## src/rtl/led_scan_capture.sv

```systemverilog
// rtl/led_scan_capture.sv - LED-matrix row-scan receiver: debounced row capture, frame rebuild, scan-order check
module led_scan_capture #(
  parameter int SETTLE = 2
) (
  input  logic        CLOCK_50,
  input  logic        reset,
  input  logic        scan_en,
  input  logic [3:0]  scan_row,
  input  logic [15:0] scan_red,
  input  logic [15:0] scan_grn,
  input  logic [3:0]  rd_row,
  output logic [15:0] rd_red,
  output logic [15:0] rd_grn,
  output logic        frame_valid,
  output logic [7:0]  frame_count,
  output logic        seq_err,
  output logic        capturing
);

  localparam logic [3:0] SETTLE_W  = 4'(SETTLE);
  localparam logic [3:0] SETTLE_M1 = 4'(SETTLE - 1);

  typedef enum logic {HUNT, CAPTURE} state_t;

  state_t      state_q, state_d;
  logic [3:0]  expected_q, expected_d;
  logic [3:0]  last_q, last_d;
  logic        err_q, err_d;
  logic        wr_en, pub_d;

  logic        prev_en_q;
  logic [3:0]  prev_row_q;
  logic [15:0] prev_red_q, prev_grn_q;
  logic [3:0]  cnt_q, cnt_d;
  logic        pub_q, fv_q;
  logic [7:0]  count_q;
  logic [15:0] rd_red_q, rd_grn_q;
  logic [15:0] sh_red_q [16];
  logic [15:0] sh_grn_q [16];
  logic [15:0] dp_red_q [16];
  logic [15:0] dp_grn_q [16];

  // A row only counts as stable once it was already enabled on the previous edge,
  // so re-enabling after a blank restarts the settle window.
  logic match, accept;
  assign match  = scan_en && prev_en_q && (scan_row == prev_row_q) &&
                  (scan_red == prev_red_q) && (scan_grn == prev_grn_q);
  assign accept = match && (cnt_q == SETTLE_M1);

  always_comb begin
    cnt_d = 4'd0;
    if (match) cnt_d = (cnt_q == SETTLE_W) ? cnt_q : cnt_q + 4'd1;
  end

  always_ff @(posedge CLOCK_50) begin
    if (reset) begin
      state_q    <= HUNT;
      expected_q <= 4'd0;
      last_q     <= 4'd0;
      err_q      <= 1'b0;
    end else begin
      state_q    <= state_d;
      expected_q <= expected_d;
      last_q     <= last_d;
      err_q      <= err_d;
    end
  end

  always_comb begin
    state_d    = state_q;
    expected_d = expected_q;
    last_d     = last_q;
    err_d      = err_q;
    wr_en      = 1'b0;
    pub_d      = 1'b0;
    if (accept) begin
      case (state_q)
        HUNT: begin
          if (scan_row == 4'd0) begin
            state_d    = CAPTURE;
            expected_d = 4'd1;
            last_d     = 4'd0;
            wr_en      = 1'b1;
          end
        end
        default: begin
          if (scan_row == expected_q) begin
            wr_en      = 1'b1;
            expected_d = scan_row + 4'd1;
            last_d     = scan_row;
            pub_d      = (scan_row == 4'd15);
          end else if (scan_row == last_q) begin
            wr_en = 1'b1;
          end else begin
            // Out-of-order row: a fresh row 0 restarts the frame in place.
            err_d = 1'b1;
            if (scan_row == 4'd0) begin
              expected_d = 4'd1;
              last_d     = 4'd0;
              wr_en      = 1'b1;
            end else begin
              state_d = HUNT;
            end
          end
        end
      endcase
    end
  end

  always_comb begin
    capturing = (state_q == CAPTURE);
  end

  always_ff @(posedge CLOCK_50) begin
    if (reset) begin
      prev_en_q  <= 1'b0;
      prev_row_q <= 4'd0;
      prev_red_q <= 16'd0;
      prev_grn_q <= 16'd0;
      cnt_q      <= 4'd0;
      pub_q      <= 1'b0;
      fv_q       <= 1'b0;
      count_q    <= 8'd0;
      rd_red_q   <= 16'd0;
      rd_grn_q   <= 16'd0;
      for (int i = 0; i < 16; i++) begin
        sh_red_q[i] <= 16'd0;
        sh_grn_q[i] <= 16'd0;
        dp_red_q[i] <= 16'd0;
        dp_grn_q[i] <= 16'd0;
      end
    end else begin
      prev_en_q  <= scan_en;
      prev_row_q <= scan_row;
      prev_red_q <= scan_red;
      prev_grn_q <= scan_grn;
      cnt_q      <= cnt_d;
      pub_q      <= pub_d;
      fv_q       <= pub_q;
      if (wr_en) begin
        sh_red_q[scan_row] <= scan_red;
        sh_grn_q[scan_row] <= scan_grn;
      end
      if (pub_q) begin
        count_q <= count_q + 8'd1;
        for (int i = 0; i < 16; i++) begin
          dp_red_q[i] <= sh_red_q[i];
          dp_grn_q[i] <= sh_grn_q[i];
        end
      end
      rd_red_q <= dp_red_q[rd_row];
      rd_grn_q <= dp_grn_q[rd_row];
    end
  end

  assign rd_red      = rd_red_q;
  assign rd_grn      = rd_grn_q;
  assign frame_valid = fv_q;
  assign frame_count = count_q;
  assign seq_err     = err_q;

endmodule

```

## config.mk

```make
export PLATFORM = sky130hd
export DESIGN_NAME = led_scan_capture
export DESIGN_NICKNAME = d
export VERILOG_FILES = /design/src/rtl/led_scan_capture.sv
export SDC_FILE = /design/constraint.sdc
export NUM_CORES = 1
export LEC_CHECK = 0
export CAP_MARGIN = 30
export CORE_MARGIN = 2
export CORE_UTILIZATION = 64
export CTS_BUF_LIST = sky130_fd_sc_hd__clkbuf_2 sky130_fd_sc_hd__clkbuf_4 sky130_fd_sc_hd__clkbuf_8
export DETAILED_ROUTE_END_ITERATION = 16
export GPL_TIMING_DRIVEN = 0
export PLACE_DENSITY = 0.82
export SLEW_MARGIN = 20
export SYNTH_ARGS = -nofsm -noshare
export SYNTH_HDL_FRONTEND = slang
export SYNTH_SLANG_ARGS = --single-unit
```

## constraint.sdc

```tcl
create_clock -name CLOCK_50 -period 11.3 [get_ports CLOCK_50]
set_input_delay 2.26 -clock CLOCK_50 [delete_from_list [all_inputs] [get_ports CLOCK_50]]
set_output_delay 2.26 -clock CLOCK_50 [all_outputs]
set_load 0.02 [all_outputs]
```

==> flow_summary_export.csv, run 1 <==
group,metric,value,unit
global_routing,grt_first_pass_wirelength,182000,um
placed_design,place_hpwl,84710,um
timing,tightest_slew,1135,ps
synthesis,syn_nets,2964,
power_and_ir_drop,ir_drop,0.09937,mV
clock_tree,cts_hold_buf,0,
critical_path,r2r-start,"prev_red_q[8]$_SDFF_PP0_",
critical_path,cp_slowest_cell,"a21o_4",
clock_tree,cts_resized,0,
timing,period_needed,5882,ps
min_path,hold-path-cell-count,1,
clock_tree,cts.sinks,1117,
route,vias,27884,
critical_path,crit_top_cell,"nor4_1",
cells_and_area,syn_to_final_growth,15.21,%
clock_tree,cts_tree,"done",
power_and_ir_drop,p_per_area,169.7,nW/um2
timing,finalCritPeriodShare,52.05,%
synthesis,ys_types,42,
critical_path,r2r_slack,7230,ps
power_and_ir_drop,power.total,8.704,mW
timing,hold_viol_final,0,
clock_tree,clock_latency,850,ps
critical_path,cp_max_fo,32,
critical_path,worstPathCellList,"clkdlybuf4s50_1 -> xor2_1 -> nor4_1 -> and4bb_1 -> nand4_1 -> nor4_1 -> a21o_4",
placed_design,portBuffers,81,
synthesis,async_reset_ff_share,0,%
flow_run,drv_cap,0,
cells_and_area,drive_gt1_share,17.16,%
synthesis,netlist.area_leader.share,69.08,%
route,drc_errors,0,
critical_path,cp-end-kind,"register",
synthesis,synth_enable_flop_cells,1024,
global_routing,grt_max_degree,61,
synthesis,synth_top_area_cell,"edfxtp_1",
critical_path,cp_data_arrival_time,6330,ps
route,drt_iter0_drc,5310,
power_and_ir_drop,p_leak,17.39,nW
critical_path,required,11740,ps
critical_path,max_stage_delay,820,ps
outcome,outcome,"completed",
clock_tree,clockBufferDepth,3,
min_path,hp-start,"sh_red_q[4][8]$_SDFFCE_PN0P_",
critical_path,r2r_end,"sh_grn_q[6][11]$_SDFFCE_PN0P_",
route,firstDrtPassIters,7,
clock_tree,clk_pin_slew_worst_paths,60,ps
timing,skew,46.53,ps
placed_design,gp_congestion,0.9650,
synthesis,synth_area,44510,um2
synthesis,yosys_warnings,0,
min_path,min_path_type,"register to register",
cells_and_area,fin_util,74.65,%
timing,max_freq,0.1700,GHz
cells_and_area,stdcell_area,51290,um2
route,via_per_inst,6.482,
synthesis,synth_most_common_cell,"edfxtp_1",
floorplan,die_w,267.7,um
cells_and_area,nets,3278,
floorplan,start_util,64.79,%
synthesis,synthCells,2913,
global_routing,overflow,0,
floorplan,fp-row-count,96,
global_routing,first_global_vias,27567,
critical_path,r2r_cells,6,
clock_tree,cts_setup_buffers,0,
critical_path,startpoint_type,"input pin",
floorplan,core,68710,um2
timing,rsz0062_at_grt,"false",
synthesis,ys_top_cells_by_area,"edfxtp_1, mux4_2, and2_1, nor2_1, dfxtp_1",
global_routing,gr-usage-all-layers,37.07,%
floorplan,dieArea,71680,um2
floorplan,io_pins,86,
timing,relSlewSlack,24.33,%
synthesis,syn_area_per_cell,15.28,um2
timing,maxSlewViolCount,0,
synthesis,ys.flop_type,"edfxtp_1",
clock_tree,cts_buffers,168,
synthesis,ys_seq_elements,1117,
placed_design,place_area,47660,um2
floorplan,die_h,267.7,um
critical_path,crit_type,"input pin to register",
route,wl,130600,um
global_routing,antenna_found_initial,7,
synthesis,synth-seq-area-share,73.26,%
clock_tree,htree_levels,4,
min_path,whs_endpoint,"dp_red_q[4][8]$_SDFFCE_PN0P_",
synthesis,synth_common_cells,"edfxtp_1, nor2_1, and2_1",
route,wire_per_inst,30.35,um
timing,setup_viol,0,
route,ant_nets,0,
clock_tree,cts_root_buf,"clkbuf_8",
through the flow:
stage               hold slack (ps)  instances  setup slack [ps]  setup TNS, ps
floorplan                     462.0       2913              1675              0
global placement              465.9       3925             -1026        -524500
detailed placement            487.0       3969              4868              0
CTS                           508.6       4280              5712              0
global route                  513.6       4299              5433              0
finish                        506.6       4302              5418              0
state kept, by name (all words and copies together) (netlist names):
signal / flops
rd_red: 16
frame_count: 8
prev_en_q: 1
prev_row_q: 4
sh_red_q: 256
last_q: 4
pub_q: 1
dp_red_q: 256
seq_err: 1
prev_grn_q: 16
capturing: 1
frame_valid: 1
expected_q: 4
dp_grn_q: 256
rd_grn: 16
cnt_q: 4
sh_grn_q: 256
prev_red_q: 16
how the worst max path moves through the flow:
stage | endpoint | cells after the start | from | slack, ps
finish | sh_grn_q[6][11]$_SDFFCE_PN0P_ | 7 | scan_red[8] | 5420
global route | sh_red_q[6][7]$_SDFFCE_PN0P_ | 7 | scan_red[8] | 5430
CTS | sh_red_q[6][7]$_SDFFCE_PN0P_ | 7 | scan_red[8] | 5710
detailed placement | sh_red_q[6][8]$_SDFFCE_PN0P_ | 7 | scan_red[8] | 4870
global placement | dp_red_q[9][3]$_SDFFCE_PN0P_ | 3 | reset | -1030
floorplan | dp_grn_q[0][0]$_SDFFCE_PN0P_ | 3 | reset | 1680
worst max-delay path: cells and delay by family:
family	cells	cell delay [ps]
compound gates	1	820
xor+xnor	1	200
buf+inv	1	680
simple gates	4	2330
per-layer routing:
metal  routed length (um)  global-route usage (%)  vias up
li1                     -                       -    11008
met1                42200                   47.35    13487
met2                58300                   54.44     2811
met3                21620                   14.80      570
met4                 8390                   21.53        8
met5                   53                       0        -
kinds of logic (layout without fill, tap and decap cells):
group	Yosys count	count (layout)	synth area share, %
adders and majority gates	8	8	0.2249
xor gates and xnor gates	48	48	0.9444
other	0	3	0
AOI/OAI and AO/OA	47	47	0.6353
DFF	1117	1117	73.26
and+or+nand+nor	1305	1305	14.48
buffers and inverters	227	682	2.339
muxes	161	161	8.118
layout make-up:
type                       instances  area (um2)
multi-input combinational       1569       11010
timing repair buffer             144        2064
antenna                            3       7.507
clock inverter                    55       345.3
clock buffer                     256        3042
sequential                      1117       32610
fill                            3827       17420
tap                              931        1165
buffer                           179       865.8
inverter                          48       180.2
power breakdown:
group	internal (mW)	switching [mW]	total, mW	leakage, nW
clock network	1.79	1.59	3.37	1.79
registers	4.71	0.0628	4.78	10.6
logic	0.216	0.338	0.554	4.96
total	6.72	1.99	8.70	17.4
layout by cell type (no fill, tap or decap), types with 3 or more instances in the layout:
master / n
clkbuf_4: 77
nand4_1: 11
a21o_4: 3
clkbuf_8: 179
o21ai_0: 8
nand3_1: 12
nor2_1: 532
buf_4: 3
buf_16: 27
nor2b_1: 198
ha_1: 8
nand2_1: 165
a31oi_1: 3
o21ai_4: 10
dfxtp_1: 93
buf_8: 7
clkinvlp_4: 9
buf_2: 25
nand2b_1: 3
and4_1: 3
and3_1: 4
xor2_1: 22
buf_6: 40
xnor2_1: 26
nor4_1: 7
and2_1: 354
diode_2: 3
inv_1: 48
clkinv_2: 13
mux4_2: 160
buf_12: 9
bufinv_16: 3
clkinv_1: 28
a21oi_1: 13
clkbuf_1: 129
clkdlybuf4s50_1: 81
edfxtp_1: 1024
(Power assumes the default switching activity.)
==> run 2, diff against run 1 <==
--- a/config.mk
+++ b/config.mk
@@ -7,11 +7,11 @@
 export LEC_CHECK = 0
 export CAP_MARGIN = 30
 export CORE_MARGIN = 2
-export CORE_UTILIZATION = 64
+export CORE_UTILIZATION = 58
 export CTS_BUF_LIST = sky130_fd_sc_hd__clkbuf_2 sky130_fd_sc_hd__clkbuf_4 sky130_fd_sc_hd__clkbuf_8
 export DETAILED_ROUTE_END_ITERATION = 16
 export GPL_TIMING_DRIVEN = 0
-export PLACE_DENSITY = 0.82
+export PLACE_DENSITY = 0.78
 export SLEW_MARGIN = 20
 export SYNTH_ARGS = -nofsm -noshare
 export SYNTH_HDL_FRONTEND = slang
==> constraint.sdc (replaced) <==
create_clock -name CLOCK_50 -period 4.8 [get_ports CLOCK_50]
set_input_delay 0.96 -clock CLOCK_50 [delete_from_list [all_inputs] [get_ports CLOCK_50]]
set_output_delay 0.96 -clock CLOCK_50 [all_outputs]
set_load 0.02 [all_outputs]
==> flow_summary_export.csv, run 2 (same netlist as run 1, synthesis figures left out) <==
group,metric,value,unit
outcome,outcome,"completed",
timing,setup_tns,0,ps
placed_design,portBuffers,81,
route,ant_nets,0,
placed_design,gp_congestion,0.9465,
floorplan,core,75950,um2
power_and_ir_drop,p_leak,17.42,nW
clock_tree,cts_setup_buffers,0,
critical_path,max_stage_delay,700,ps
clock_tree,clock_latency,860,ps
global_routing,grt_max_degree,57,
timing,skew,45.77,ps
min_path,min_path_type,"register to register",
global_routing,gr-usage-all-layers,33.21,%
critical_path,cp_slowest_cell,"nor3_1",
clock_tree,cts_resized,0,
critical_path,required,5320,ps
timing,setup_ws,392.6,ps
timing,hold_viol_final,0,
critical_path,crit_type,"input pin to register",
critical_path,startpoint_type,"input pin",
critical_path,worstPathCellList,"clkdlybuf4s50_1 -> xor2_1 -> nor3_1 -> and4_1 -> and4_1 -> buf_4 -> nand3_1 -> clkbuf_1 -> nand2_2 -> buf_12",
timing,maxSlewViolCount,0,
route,wl,128900,um
cells_and_area,fillers,4853,
critical_path,crit_top_cell,"and4_1",
timing,setup_viol,0,
timing,tightest_slew,1139,ps
timing,finalCritPeriodShare,91.82,%
timing,max_freq,0.2269,GHz
power_and_ir_drop,p_per_area,403.8,nW/um2
critical_path,cp-end-kind,"register",
cells_and_area,syn_to_final_growth,15.59,%
clock_tree,cts_buffers,171,
global_routing,overflow,0,
clock_tree,cts.sinks,1117,
floorplan,die_w,281.0,um
timing,relSlewSlack,24.04,%
cells_and_area,nets,3267,
global_routing,grt_first_pass_wirelength,179600,um
clock_tree,cts_hold_buf,0,
route,via_per_inst,6.157,
cells_and_area,final_cell_mix,"edfxtp_1, nor2_1, and2_1",
cells_and_area,stdcell_area,51460,um2
route,drt_iter0_drc,4460,
floorplan,die_h,281.0,um
floorplan,fp-row-count,101,
global_routing,antenna_found_initial,8,
clock_tree,clockBufferDepth,3,
power_and_ir_drop,ir_drop,0.2662,mV
route,drc_errors,0,
floorplan,io_pins,86,
clock_tree,cts_tree,"done",
cells_and_area,mostFrequentLayoutCell,"edfxtp_1",
critical_path,cp_data_arrival_time,4930,ps
cells_and_area,drive_gt1_share,16.93,%
clock_tree,htree_levels,4,
route,vias,27086,
clock_tree,cts_root_buf,"clkbuf_8",
route,firstDrtPassIters,6,
flow_run,drv_cap,0,
placed_design,place_hpwl,85360,um
clock_tree,clk_pin_slew_worst_paths,70,ps
route,wire_per_inst,29.31,um
placed_design,dp_slack,-268.5,ps
placed_design,place_area,47780,um2
power_and_ir_drop,power.total,20.78,mW
floorplan,dieArea,78980,um2
critical_path,cp_max_fo,20,
timing,period_needed,4407,ps
floorplan,start_util,58.61,%
global_routing,first_global_vias,26895,
timing,rsz0062_at_grt,"false",
==> run 2: cell count changes in the layout (fill, tap and decap cells not counted), moves of 2 or more <==
cell	before	now
clkbuf_4	77	65
clkbuf_8	179	192
buf_6	40	32
clkbuf_1	129	127
buf_8	7	3
diode_2	3	8
inv_8	0	5
bufinv_16	3	6
clkinv_1	28	32
buf_16	27	24
clkinvlp_4	9	3
==> run 2: metrics by stage <==
stage	cells	hold WS, ps	util (%)
floorplan	2913	462.0	-
global placement	4024	472.1	61.42
detailed placement	4067	478.6	62.91
CTS	4385	488.1	67.63
global route	4392	507.4	67.73
finish	4399	491.0	67.75
==> run 2: power breakdown <==
part           switching (mW)  internal [mW]  total (mW)
combinational           0.779          0.503        1.28
sequential              0.142           11.1        11.2
clock                    3.76           4.50        8.26
total                    4.68           16.1        20.8
==> run 2: final cells by class <==
class,count,area [um2],share of cell area [%]
antenna,8,20.02,0.03891
tap,1030,1289,2.505
buffer,179,897.1,1.743
clock inverter,62,474.2,0.9216
clock buffer,256,3117,6.057
timing repair buffer,130,1852,3.599
inverter,48,180.2,0.3502
sequential,1117,32610,63.38
multi-input combinational,1569,11020,21.41
==> run 2: per-layer routing <==
layer | vias to the layer above | wire (um) | GRT usage, %
met5 | - | 106 | 0
met4 | 8 | 7751 | 18.66
met3 | 489 | 19490 | 11.18
met2 | 2372 | 57920 | 49.33
met1 | 13220 | 43680 | 43.30
li1 | 10997 | - | -
==> run 2: critical path: cells and delay by family <==
| kind | cells | cell delay (ps) |
|---|---|---|
| simple gates | 5 | 2080 |
| buf+inv | 4 | 1580 |
| xor+xnor | 1 | 270 |
==> run 2: path summary, 6_finish.rpt <==
check                           depth (start not counted)                     start  slack (ps)                      endpoint
worst max-delay path                                   10               scan_grn[8]         390  sh_red_q[0][5]$_SDFFCE_PN0P_
worst min-delay path                                    2    last_q[3]$_SDFFE_PP0P_         490        last_q[3]$_SDFFE_PP0P_
worst max register to register                          9  prev_red_q[8]$_SDFF_PP0_         900  sh_red_q[0][5]$_SDFFCE_PN0P_
worst min register to register                          2    last_q[3]$_SDFFE_PP0P_         490        last_q[3]$_SDFFE_PP0P_
